--- config.mk ---
export PLATFORM = sky130hd
export DESIGN_NAME = cpu_clock_ctrl
export DESIGN_NICKNAME = d
export VERILOG_FILES = /design/src/rtl/cpu_clock_ctrl.sv
export SDC_FILE = /design/constraint.sdc
export NUM_CORES = 1
export LEC_CHECK = 0
export CAP_MARGIN = 20
export CORE_MARGIN = 4
export CORE_UTILIZATION = 44
export CTS_BUF_LIST = sky130_fd_sc_hd__clkbuf_16
export DETAILED_ROUTE_END_ITERATION = 10
export PLACE_DENSITY = 0.74
export SYNTH_ARGS = -nofsm -noshare
export SYNTH_HDL_FRONTEND = slang
export SYNTH_SLANG_ARGS = --single-unit
--- constraint.sdc ---
create_clock -name clkIn -period 2.2 [get_ports clkIn]
set_clock_uncertainty 0.15 [all_clocks]
set_input_delay 0.66 -clock clkIn [delete_from_list [all_inputs] [get_ports clkIn]]
set_output_delay 0.66 -clock clkIn [all_outputs]
set_load 0.005 [all_outputs]
--- src/rtl/cpu_clock_ctrl.sv ---
// cpu_clock_ctrl
//   Execution-rate controller for the pipelined CPU. Produces a registered,
//   single-cycle step enable in one of four modes: slow run, fast run,
//   debounced push-button single-step, and halt. It also counts every step
//   pulse it issues, for the seven-segment display.
//
// Ports
//   clkIn        : the single clock; all state changes on its rising edge
//   resetIn      : synchronous, active-high reset
//   modeIn       : 00 slow run, 01 fast run, 10 single-step, 11 halt
//   stepBtnIn    : raw asynchronous push-button, high = pressed
//   cpuEnOut     : registered one-cycle CPU step enable
//   stepCountOut : number of cpuEnOut pulses since reset (wraps)
//   modeOut      : registered copy of the active mode
module cpu_clock_ctrl #(
  parameter int unsigned DIV_FAST_LOG2   = 23,
  parameter int unsigned DIV_SLOW_LOG2   = 25,
  parameter int unsigned DEBOUNCE_CYCLES = 1000000
) (
  input  logic        clkIn,
  input  logic        resetIn,
  input  logic [1:0]  modeIn,
  input  logic        stepBtnIn,
  output logic        cpuEnOut,
  output logic [31:0] stepCountOut,
  output logic [1:0]  modeOut
);

  localparam int unsigned DB_W = $clog2(DEBOUNCE_CYCLES);
  localparam logic [DB_W-1:0] DB_LAST = DB_W'(DEBOUNCE_CYCLES - 1);
  localparam logic [DB_W-1:0] DB_ONE = DB_W'(1);
  localparam logic [DIV_SLOW_LOG2-1:0] DIV_ONE = DIV_SLOW_LOG2'(1);

  // The mode register doubles as the FSM state.
  typedef enum logic [1:0] {
    RUN_SLOW = 2'b00,
    RUN_FAST = 2'b01,
    STEP     = 2'b10,
    HALT     = 2'b11
  } mode_t;

  mode_t                    mode_reg;
  mode_t                    mode_next;
  logic [DIV_SLOW_LOG2-1:0] div_cnt;
  logic [DIV_SLOW_LOG2-1:0] div_next;
  logic                     tick;
  logic                     en_next;

  logic                     sync1;
  logic                     sync2;
  logic                     db_level;
  logic                     db_prev;
  logic [DB_W-1:0]          db_cnt;
  logic                     step_req;

  // ---------------------------------------------------------------------
  // State register: mode, divider and the registered step enable.
  // NOTE: sequential state uses non-blocking assignments so every flop
  // samples pre-edge values regardless of statement order.
  // ---------------------------------------------------------------------
  always_ff @(posedge clkIn) begin
    if (resetIn) begin
      mode_reg <= RUN_SLOW;
      div_cnt  <= '0;
      cpuEnOut <= 1'b0;
    end else begin
      mode_reg <= mode_next;
      div_cnt  <= div_next;
      cpuEnOut <= en_next;
    end
  end

  // ---------------------------------------------------------------------
  // Next-state and output decode. The pulse is judged against the current
  // mode_reg, so a mode change landing on a tick or step request is decided
  // by the mode being left.
  // NOTE: every output of this block gets a default first, so no path can
  // leave a signal unassigned and infer a latch.
  // ---------------------------------------------------------------------
  always_comb begin
    mode_next = mode_t'(modeIn);
    div_next  = div_cnt + DIV_ONE;
    tick      = 1'b0;
    en_next   = 1'b0;

    // Any mode change restarts the period; the divider idles outside run.
    if ((mode_next != mode_reg) || (mode_reg == STEP) || (mode_reg == HALT)) begin
      div_next = '0;
    end

    unique case (mode_reg)
      RUN_SLOW: begin
        tick    = &div_cnt;
        en_next = tick;
      end
      RUN_FAST: begin
        tick    = &div_cnt[DIV_FAST_LOG2-1:0];
        en_next = tick;
      end
      STEP: begin
        // A request arriving in any other mode is simply dropped.
        en_next = step_req;
      end
      HALT: begin
        en_next = 1'b0;
      end
      default: begin
        en_next = 1'b0;
      end
    endcase
  end

  // ---------------------------------------------------------------------
  // Button path: two-flop synchronizer, then a level debouncer that only
  // accepts a new level after DEBOUNCE_CYCLES consecutive disagreeing
  // samples. It runs in every mode so a press is never half-counted across
  // a mode change.
  // ---------------------------------------------------------------------
  always_ff @(posedge clkIn) begin
    if (resetIn) begin
      sync1    <= 1'b0;
      sync2    <= 1'b0;
      db_level <= 1'b0;
      db_prev  <= 1'b0;
      db_cnt   <= '0;
    end else begin
      sync1   <= stepBtnIn;
      sync2   <= sync1;
      db_prev <= db_level;
      if (sync2 == db_level) begin
        db_cnt <= '0;
      end else if (db_cnt == DB_LAST) begin
        db_level <= ~db_level;
        db_cnt   <= '0;
      end else begin
        db_cnt <= db_cnt + DB_ONE;
      end
    end
  end

  // Rising edge of the accepted level only; releases never request a step.
  assign step_req = db_level & ~db_prev;

  // ---------------------------------------------------------------------
  // Step counter: counts the pulse one cycle after it is issued.
  // ---------------------------------------------------------------------
  always_ff @(posedge clkIn) begin
    if (resetIn) begin
      stepCountOut <= 32'd0;
    end else if (cpuEnOut) begin
      stepCountOut <= stepCountOut + 32'd1;
    end
  end

  assign modeOut = mode_reg;

endmodule

==> impl_metrics.env, run 1 <==
export IMPL_status="finished, final reports clean"
export IMPL_cts_buffers=9
export IMPL_area_delta_synth_final_pct=28.55
export IMPL_finalHoldViolCount=0
export IMPL_synth_seq_cells=84
export IMPL_overflow=0
export IMPL_p_seq_frac=0.497
export IMPL_io_buffers=39
export IMPL_synth_main_ff_cell="dfxtp_1"
export IMPL_path_clk_slew_ns=0.06
export IMPL_insertion_delay_ns=0.33
export IMPL_rows=33
export IMPL_pwr_share_clk=0.487
export IMPL_maxSlewHeadroom=0.7578
export IMPL_finalWeightedCongestion=0.7953
export IMPL_yosysSeqAreaShare=0.4477
export IMPL_die_x_microns=100.4
export IMPL_diodes=0
export IMPL_worst_pin_slew_ns=0.3599
export IMPL_synth_cell_types=36
export IMPL_cp_cell_sequence="buf_4 > clkdlybuf4s50_1"
export IMPL_power_density_mw_per_mm2=637.9
export IMPL_dr_pass1_iters=6
export IMPL_cpLargestDelayFamily="buffers and inverters"
export IMPL_instances_no_fill=612
export IMPL_crit_end="stepCountOut[2]"
export IMPL_netlist_area_sq_mm=0.003756
export IMPL_fillers=731
export IMPL_intPower_mw=2.431
export IMPL_cts_tree="done"
export IMPL_final_cell_area_sq_mm=0.004828
export IMPL_synth_area_per_cell_sq_um=8.675
export IMPL_htreeDepth=3
export IMPL_drt_total_wl_mm=8.419
export IMPL_cpPeakStageDelay_ns=0.49
export IMPL_post_route_period_util=0.9733
export IMPL_synth_nets=441
export IMPL_reg2reg_to="stepCountOut[20]"
export IMPL_antenna_found_initial=0
export IMPL_antenna_left=0
export IMPL_cp_depth=2
export IMPL_maxCapViolCount=0
export IMPL_postCtsHoldBufs=0
export IMPL_coreArea_sq_mm=0.008258
export IMPL_path_class="flip-flop to primary output"
export IMPL_drt_iter0_markers=197
export IMPL_crit_slowest_cell="clkdlybuf4s50_1"
export IMPL_grt_pass1_vias=3179
export IMPL_grt_pass1_wl_mm=14.11
export IMPL_layout_drive_gt1_share=0.1440
export IMPL_setup_viol=0
export IMPL_cp_required_ns=1.39
export IMPL_syn_inst=433
export IMPL_hold_path_class="flip-flop to flip-flop"
export IMPL_drv_slew=0
export IMPL_rrSetupSlack_ns=0.06
export IMPL_yosys_warnings=0
export IMPL_cp_arrival_ns=1.33
export IMPL_finalNetCount=510
export IMPL_fp_dieArea_sq_mm=0.01008
export IMPL_wl_per_cell_microns=13.76
export IMPL_grt_max_degree=34
export IMPL_dieHeight_microns=100.4
export IMPL_grt_total_usage=0.1681
export IMPL_period_needed_ns=2.141
export IMPL_ys_async_sr_fraction=0
export IMPL_startpoint="stepCountOut[2]"
export IMPL_routed_via_density=5.572
export IMPL_hpwlAfterDp_mm=5.698
export IMPL_drc_errors=0
export IMPL_ir_drop_uv=526.8
export IMPL_crit_fanout=5
export IMPL_path_buf_inv=2
export IMPL_p_switching_mw=0.6489
export IMPL_vias=3410
export IMPL_swShare=0.2107
export IMPL_cts_root_buf="clkbuf_16"
export IMPL_startpoint_type="flip-flop"
export IMPL_r2r_start="stepCountOut[9]"
export IMPL_worstRegToRegCells=5
export IMPL_p_comb_frac=0.016
export IMPL_start_util=0.4548
export IMPL_clock_path_buffers=2
export IMPL_ios=40
export IMPL_max_freq_ghz=0.4670
export IMPL_leakage_nw=1.526
export IMPL_place_inst=591
export IMPL_endpoint_kind="primary output"
export IMPL_numClockSinks=84
export IMPL_dpl_cell_area_sq_mm=0.004456
export IMPL_synth_edf_count=0
flip-flops by register name, indices dropped and copies added (netlist names):
| name | flops |
|---|---|
| db_prev | 1 |
| sync1 | 1 |
| stepCountOut | 32 |
| db_cnt | 20 |
| db_level | 1 |
| sync2 | 1 |
| modeOut | 2 |
| cpuEnOut | 1 |
| div_cnt | 25 |
cell usage in the layout, fill, tap and decap left out, types with 9 or more instances in the layout:
master           count
buf_4               40
or3_1                9
inv_1               15
clkbuf_16            9
a21oi_1             36
dfxtp_1             79
nand3_1             26
nor2_1              43
o31ai_1             23
xor2_1              21
nand4_1             19
o21ai_0             12
xnor2_1             16
clkdlybuf4s50_1     38
nand2_1             23
or4_1               26
timing repair:
| item | in CTS | in global routing |
|---|---|---|
| buffers inserted | 2 | 2 |
| gates cloned | 0 | 1 |
| pin swaps | 0 | 4 |
| endpoints found under the setup margin | 5 | 15 |
| resized for setup | 4 | 10 |
how the worst min path moves through the flow:
stage | startpoint | to | cells after the start
6_report | div_cnt[0] | div_cnt[0] | 1
3_3_place_gp | sync1 | sync2 | 1
2_1_floorplan | sync1 | sync2 | 1
4_1_cts | div_cnt[0] | div_cnt[0] | 1
3_5_place_dp | div_cnt[0] | div_cnt[0] | 1
5_1_grt | sync1 | sync2 | 1
cell families (layout without fill, tap and decap cells):
logic type	after synthesis	after routing	share of synthesized area
DFF	84	84	0.4477
AOI/OAI and AO/OA	74	74	0.1149
muxes	3	3	0.008661
adders and majority gates	3	3	0.009994
buffers and inverters	37	111	0.04164
xor gates and xnor gates	37	37	0.08628
and+or+nand+nor	195	195	0.2908
final cells by class:
cell class / instances / area, sq um / area share
clock inverter: 7 / 75.07 / 0.01555
tap: 105 / 131.4 / 0.02721
multi-input combinational: 312 / 1948 / 0.4035
inverter: 15 / 56.30 / 0.01166
timing repair buffer: 80 / 704.4 / 0.1459
sequential: 84 / 1688 / 0.3496
clock buffer: 9 / 225.2 / 0.04664
power groups by stage:
stage | Clock (mW) | Sequential, mW | Combinational [mW]
final | 1.50 | 1.53 | 0.0499
after global routing | 1.60 | 1.53 | 0.0552
after CTS | 1.53 | 1.53 | 0.0506
after detailed placement | 0 | 1.57 | 0.0503
after global placement | 0 | 1.57 | 0.0494
after floorplan | 0 | 1.56 | 0.0248
per-layer routing:
metal / wire length, microns / vias up / track usage
li1: - / 1709 / -
met3: 348 / 8 / 0.04100
met2: 4172 / 65 / 0.2885
met4: 68 / 0 / 0.04663
met1: 3829 / 1628 / 0.2099
met5: 0 / - / 0
per-stage QoR:
stage                  TNS, ns  hold slack, ns    util  setup slack, ns  power (mW)
floorplan                    0          0.2638       -         0.005365       1.589
global placement        -2.264          0.2703  0.5395          -0.2764       1.615
detailed placement      -3.516          0.2948  0.5395          -0.2792       1.616
CTS                  -0.006765          0.3092  0.5798        -0.006765       3.111
global route        -0.0005838          0.3228  0.5847       -0.0005838       3.184
finish                       0          0.3032  0.5847          0.05872       3.080
worst register-to-register path, stage by stage (launching register included):
cell	delay [ns]
dfxtp_1	0.34
nand4_1	0.20
or4_4	0.56
buf_6	0.16
or4_1	0.50
a21oi_1	0.15
cells in the mapped netlist, drive strengths merged (2+ instances only):
cell type   n  area share
o31ai      23       0.046
or2         2      0.0033
nand3      27       0.037
or3        12       0.021
inv        15       0.015
and2        3      0.0050
nor2       43       0.043
nor3        7      0.0093
mux2        2      0.0060
xnor2      16       0.037
or4        28       0.056
dfxtp      84        0.45
nand2      23       0.023
nor4        7       0.012
nand4      19       0.032
xor2       21       0.049
nor2b       8       0.013
clkbuf     14       0.014
o21ai      14       0.019
and3        2      0.0033
a21oi      36       0.048
and4        8       0.019
buf         8       0.013
nand4b      2      0.0047
ha          3       0.010
or4b        2      0.0053
Note: power is estimated with default switching activity, not from simulation.
==> run 2, diff against run 1 <==
--- a/constraint.sdc
+++ b/constraint.sdc
@@ -3,3 +3,3 @@
 set_input_delay 0.66 -clock clkIn [delete_from_list [all_inputs] [get_ports clkIn]]
 set_output_delay 0.66 -clock clkIn [all_outputs]
-set_load 0.005 [all_outputs]
+set_load 0.05 [all_outputs]
==> impl_metrics.env, run 2 (synthesis results as in run 1) <==
export IMPL_cp_required_ns=2.30
export IMPL_maxSlewHeadroom=0.7473
export IMPL_dpl_cell_area_sq_mm=0.004340
export IMPL_place_inst=574
export IMPL_path_clk_slew_ns=0.06
export IMPL_antenna_left=0
export IMPL_setup_viol=0
export IMPL_cts_buffers=9
export IMPL_instances_no_fill=594
export IMPL_htreeDepth=3
export IMPL_cpMostUsedCell="or4_4"
export IMPL_r2r_start="stepCountOut[8]"
export IMPL_crit_end="stepCountOut[20]"
export IMPL_maxCapViolCount=0
export IMPL_vias=3312
export IMPL_cts_tree="done"
export IMPL_routed_via_density=5.576
export IMPL_post_place_ws_ns=-0.3504
export IMPL_leakage_nw=1.576
export IMPL_crit_slowest_cell="or4_4"
export IMPL_finalHoldViolCount=0
export IMPL_grt_pass1_wl_mm=14.13
export IMPL_largest_reg_flops=32
export IMPL_grt_total_usage=0.1708
export IMPL_wl_met2_mm=4.136
export IMPL_finalNetCount=492
export IMPL_rows=33
export IMPL_io_buffers=39
export IMPL_mostFrequentLayoutCells="60 x dfxtp_1, 54 x buf_4, 43 x nor2_1, 33 x a21oi_1"
export IMPL_startpoint="stepCountOut[8]"
export IMPL_worstRegToRegCells=5
export IMPL_area_delta_synth_final_pct=27.12
export IMPL_layout_commonest_cell="dfxtp_1"
export IMPL_cp_arrival_ns=2.22
export IMPL_drt_iter0_markers=177
export IMPL_grt_pass1_vias=3131
export IMPL_insertion_delay_ns=0.33
export IMPL_regMostFlops="stepCountOut"
export IMPL_post_route_period_util=0.9638
export IMPL_drc_errors=0
export IMPL_fin_setup_tns_ns=0
export IMPL_fp_dieArea_sq_mm=0.01008
export IMPL_finalWeightedCongestion=0.8683
export IMPL_antenna_found_initial=0
export IMPL_cts_root_buf="clkbuf_16"
export IMPL_layout_drive_gt1_share=0.2311
export IMPL_final_cell_area_sq_mm=0.004775
export IMPL_dieHeight_microns=100.4
export IMPL_crit_fanout=18
export IMPL_coreArea_sq_mm=0.008258
export IMPL_worst_pin_slew_ns=0.3756
export IMPL_wl_per_cell_microns=14.10
export IMPL_wl_met3_microns=312
export IMPL_reg_top3="stepCountOut: 32 flops, div_cnt: 25 flops, db_cnt: 20 flops"
export IMPL_highest_signal_layer="met4"
export IMPL_endpoint_kind="flip-flop"
export IMPL_met1_length_mm=3.814
export IMPL_period_needed_ns=2.120
export IMPL_rrSetupSlack_ns=0.08
export IMPL_postCtsHoldBufs=0
export IMPL_hold_path_class="flip-flop to flip-flop"
export IMPL_dr_pass1_iters=4
export IMPL_drt_total_wl_mm=8.377
export IMPL_status="finished, final reports clean"
export IMPL_numClockSinks=84
export IMPL_cp_cell_sequence="nand4_1 > or4_4 > buf_12 > or4_4 > a21oi_2"
export IMPL_max_freq_ghz=0.4716
export IMPL_reg2reg_to="stepCountOut[20]"
export IMPL_die_x_microns=100.4
export IMPL_cpPeakStageDelay_ns=0.53
export IMPL_diodes=0
export IMPL_ir_drop_uv=531.1
export IMPL_clock_path_buffers=2
export IMPL_setup_ws_ns=0.07966
export IMPL_hpwlAfterDp_mm=5.660
export IMPL_power_density_mw_per_mm2=680.0
export IMPL_start_util=0.4548
export IMPL_drv_slew=0
export IMPL_overflow=0
export IMPL_startpoint_type="flip-flop"
export IMPL_ios=40
export IMPL_path_class="flip-flop to flip-flop"
export IMPL_grt_max_degree=24
[run 2: final cells by class]
cell class                      instances  area (sq um)
Multi-Input combinational cell        312          1999
Tap cell                              105         131.4
Fill cell                             738          3483
Sequential cell                        84          1747
Clock inverter                          7         106.4
Clock buffer                            9         225.2
Timing Repair Buffer                   62         509.2
Inverter                               15         56.30
[run 2: report_power, final]
| group | internal [mW] | total, mW | switching (mW) |
|---|---|---|---|
| Sequential | 1.51 | 1.51 | 0.00552 |
| Clock | 1.09 | 1.67 | 0.579 |
| Combinational | 0.0206 | 0.0591 | 0.0385 |
[run 2: worst min path at each step]
stage / from / end / slack [ns] / cells past startpoint
detailed placement: sync1 / sync2 / 0.30 / 1
global placement: sync1 / sync2 / 0.27 / 1
finish: sync1 / sync2 / 0.31 / 1
floorplan: sync1 / sync2 / 0.26 / 1
global route: sync1 / sync2 / 0.34 / 1
CTS: sync1 / sync2 / 0.31 / 1
[run 2: per-layer routing]
| layer | up-vias | track usage |
|---|---|---|
| met1 | 1574 | 0.2044 |
| li1 | 1676 | - |
| met4 | 0 | 0.04663 |
| met3 | 10 | 0.05768 |
| met2 | 52 | 0.2920 |
| met5 | - | 0 |
[run 2: critical path, delay by kind of cell, from the launching register on]
kind,cells,cell delay [ns]
and+or+nand+nor,3,1.21
DFF,1,0.37
buffers and inverters,1,0.17
AOI/OAI and AO/OA,1,0.14
[run 2: stage by stage]
stage / hold slack (ns) / power [mW] / util
after CTS: 0.3110 / 3.280 / 0.5661
final: 0.3106 / 3.247 / 0.5782
after global placement: 0.2716 / 1.605 / 0.5256
after detailed placement: 0.2952 / 1.606 / 0.5256
after floorplan: 0.2638 / 1.578 / -
after global routing: 0.3444 / 3.352 / 0.5782
[run 2: timing repair]
| action | 4_1_cts | 5_1_grt |
|---|---|---|
| buffers inserted | 0 | 4 |
| endpoints found under the setup margin | 2 | 9 |
| pin swaps | 0 | 3 |
| gates resized for setup | 2 | 15 |
==> run 3, diff against run 2 <==
GPL_TIMING_DRIVEN = 0   (was unset)
==> impl_metrics.env, run 3 (synthesis results as in run 1) <==
export IMPL_area_delta_synth_final_pct=25.48
export IMPL_final_seq_area_sq_mm=0.001750
export IMPL_fp_dieArea_sq_mm=0.01008
export IMPL_path_class="flip-flop to primary output"
export IMPL_crit_fanout=7
export IMPL_layout_drive_gt1_share=0.1388
export IMPL_leakage_nw=1.565
export IMPL_min_delay_start="sync1"
export IMPL_holdPathStages=1
export IMPL_insertion_delay_ns=0.33
export IMPL_reg_top3="stepCountOut: 32 flops, div_cnt: 25 flops, db_cnt: 20 flops"
export IMPL_cp_arrival_ns=1.35
export IMPL_diodes=0
export IMPL_rows=33
export IMPL_routed_via_density=5.654
export IMPL_maxSlewHeadroom=0.6576
export IMPL_mostFrequentLayoutCells="59 x dfxtp_1, 43 x nor2_1, 36 x a21oi_1, 35 x dlygate4sd2_1"
export IMPL_final_cell_area_sq_mm=0.004713
export IMPL_hold_path_class="flip-flop to flip-flop"
export IMPL_antenna_left=0
export IMPL_r2r_start="cpuEnOut"
export IMPL_power_density_mw_per_mm2=644.8
export IMPL_dieHeight_microns=100.4
export IMPL_htreeDepth=3
export IMPL_path_buf_inv=1
export IMPL_fillers=732
export IMPL_grt_total_usage=0.1769
export IMPL_grt_pass1_wl_mm=14.61
export IMPL_vias=3364
export IMPL_finalNetCount=493
export IMPL_setup_viol=0
export IMPL_clock_path_buffers=2
export IMPL_path_clk_slew_ns=0.06
export IMPL_wl_per_cell_microns=14.33
export IMPL_drc_errors=0
export IMPL_multi_input_area_sq_mm=0.001991
export IMPL_post_route_period_util=0.9828
export IMPL_cpLargestDelayFamily="buffers and inverters"
export IMPL_cts_buffers=9
export IMPL_largest_reg_flops=32
export IMPL_antenna_found_initial=0
export IMPL_fin_util=0.5708
export IMPL_fin_setup_tns_ns=0
export IMPL_worst_pin_slew_ns=0.5157
export IMPL_dr_pass1_iters=4
export IMPL_whs_ns=0.2913
export IMPL_period_needed_ns=2.162
export IMPL_reg2reg_to="stepCountOut[23]"
export IMPL_overflow=0
export IMPL_drt_iter0_markers=172
export IMPL_finalHoldViolCount=0
export IMPL_finalWeightedCongestion=0.8688
export IMPL_cts_root_buf="clkbuf_16"
export IMPL_worstRegToRegCells=6
export IMPL_die_x_microns=100.4
export IMPL_cts_tree="done"
export IMPL_numClockSinks=84
export IMPL_dpl_cell_area_sq_mm=0.004383
export IMPL_coreArea_sq_mm=0.008258
export IMPL_rrSetupSlack_ns=0.10
export IMPL_regMostFlops="stepCountOut"
export IMPL_cp_required_ns=1.39
export IMPL_hpwlAfterDp_mm=5.984
export IMPL_rsz0062_at_grt="yes"
export IMPL_grt_max_degree=15
export IMPL_maxCapViolCount=0
export IMPL_drt_total_wl_mm=8.524
export IMPL_ir_drop_uv=385.3
export IMPL_cp_cell_sequence="clkdlybuf4s15_1"
export IMPL_startpoint_type="flip-flop"
export IMPL_drv_slew=0
export IMPL_whs_endpoint="sync2"
export IMPL_max_freq_ghz=0.4625
export IMPL_io_buffers=39
export IMPL_cpPeakStageDelay_ns=0.56
export IMPL_start_util=0.4548
export IMPL_endpoint_kind="primary output"
export IMPL_ios=40
export IMPL_grt_pass1_vias=3203
export IMPL_layout_commonest_cell="dfxtp_1"
export IMPL_crit_slowest_cell="clkdlybuf4s15_1"
export IMPL_status="finished, final reports clean"
[run 3: metrics by stage]
step	total power [mW]	setup WS (ns)	std cells
6_report	3.039	0.03778	595
5_1_grt	3.133	-0.02523	595
4_1_cts	3.071	0.009585	594
3_5_place_dp	1.603	-0.5819	577
3_3_place_gp	1.602	-0.5606	577
2_1_floorplan	1.578	0.01289	433
[run 3: worst max path at each step]
stage	start	end	depth (start not counted)
after floorplan	stepCountOut[6]	stepCountOut[22]	5
after global placement	resetIn	div_cnt[12]	5
after detailed placement	resetIn	div_cnt[12]	5
after CTS	stepCountOut[12]	stepCountOut[31]	6
after global routing	db_cnt[2]	db_cnt[13]	6
final	stepCountOut[24]	stepCountOut[24]	1
[run 3: where the power goes]
part / internal (mW) / switching, mW
clock network: 0.872 / 0.602
logic: 0.0158 / 0.0367
registers: 1.51 / 0.00531
total: 2.40 / 0.644
[run 3: area by class of cell]
cell class / count / area share
Timing Repair Buffer: 43 / 0.07990
Multi-Input combinational cell: 312 / 0.4224
Buffer: 20 / 0.02416
Clock inverter: 7 / 0.01460
Tap cell: 105 / 0.02787
Clock buffer: 9 / 0.04778
Inverter: 15 / 0.01195
Sequential cell: 84 / 0.3714
[run 3: per-layer routing]
layer,global-route usage,up-vias,routed length (microns)
met2,0.2941,62,4146
met1,0.2230,1604,3862
met4,0.07254,0,168
met5,0,-,0
li1,-,1685,-
met3,0.03683,13,346
[run 3: what timing repair did]
item                                    4_1_cts  5_1_grt
endpoints found under the hold margin         0        0
pin swaps                                     2        5
endpoints found under the setup margin       85       15
setup buffers                                 2        2
hold buffers                                  0        0
gates resized for setup                      38       25
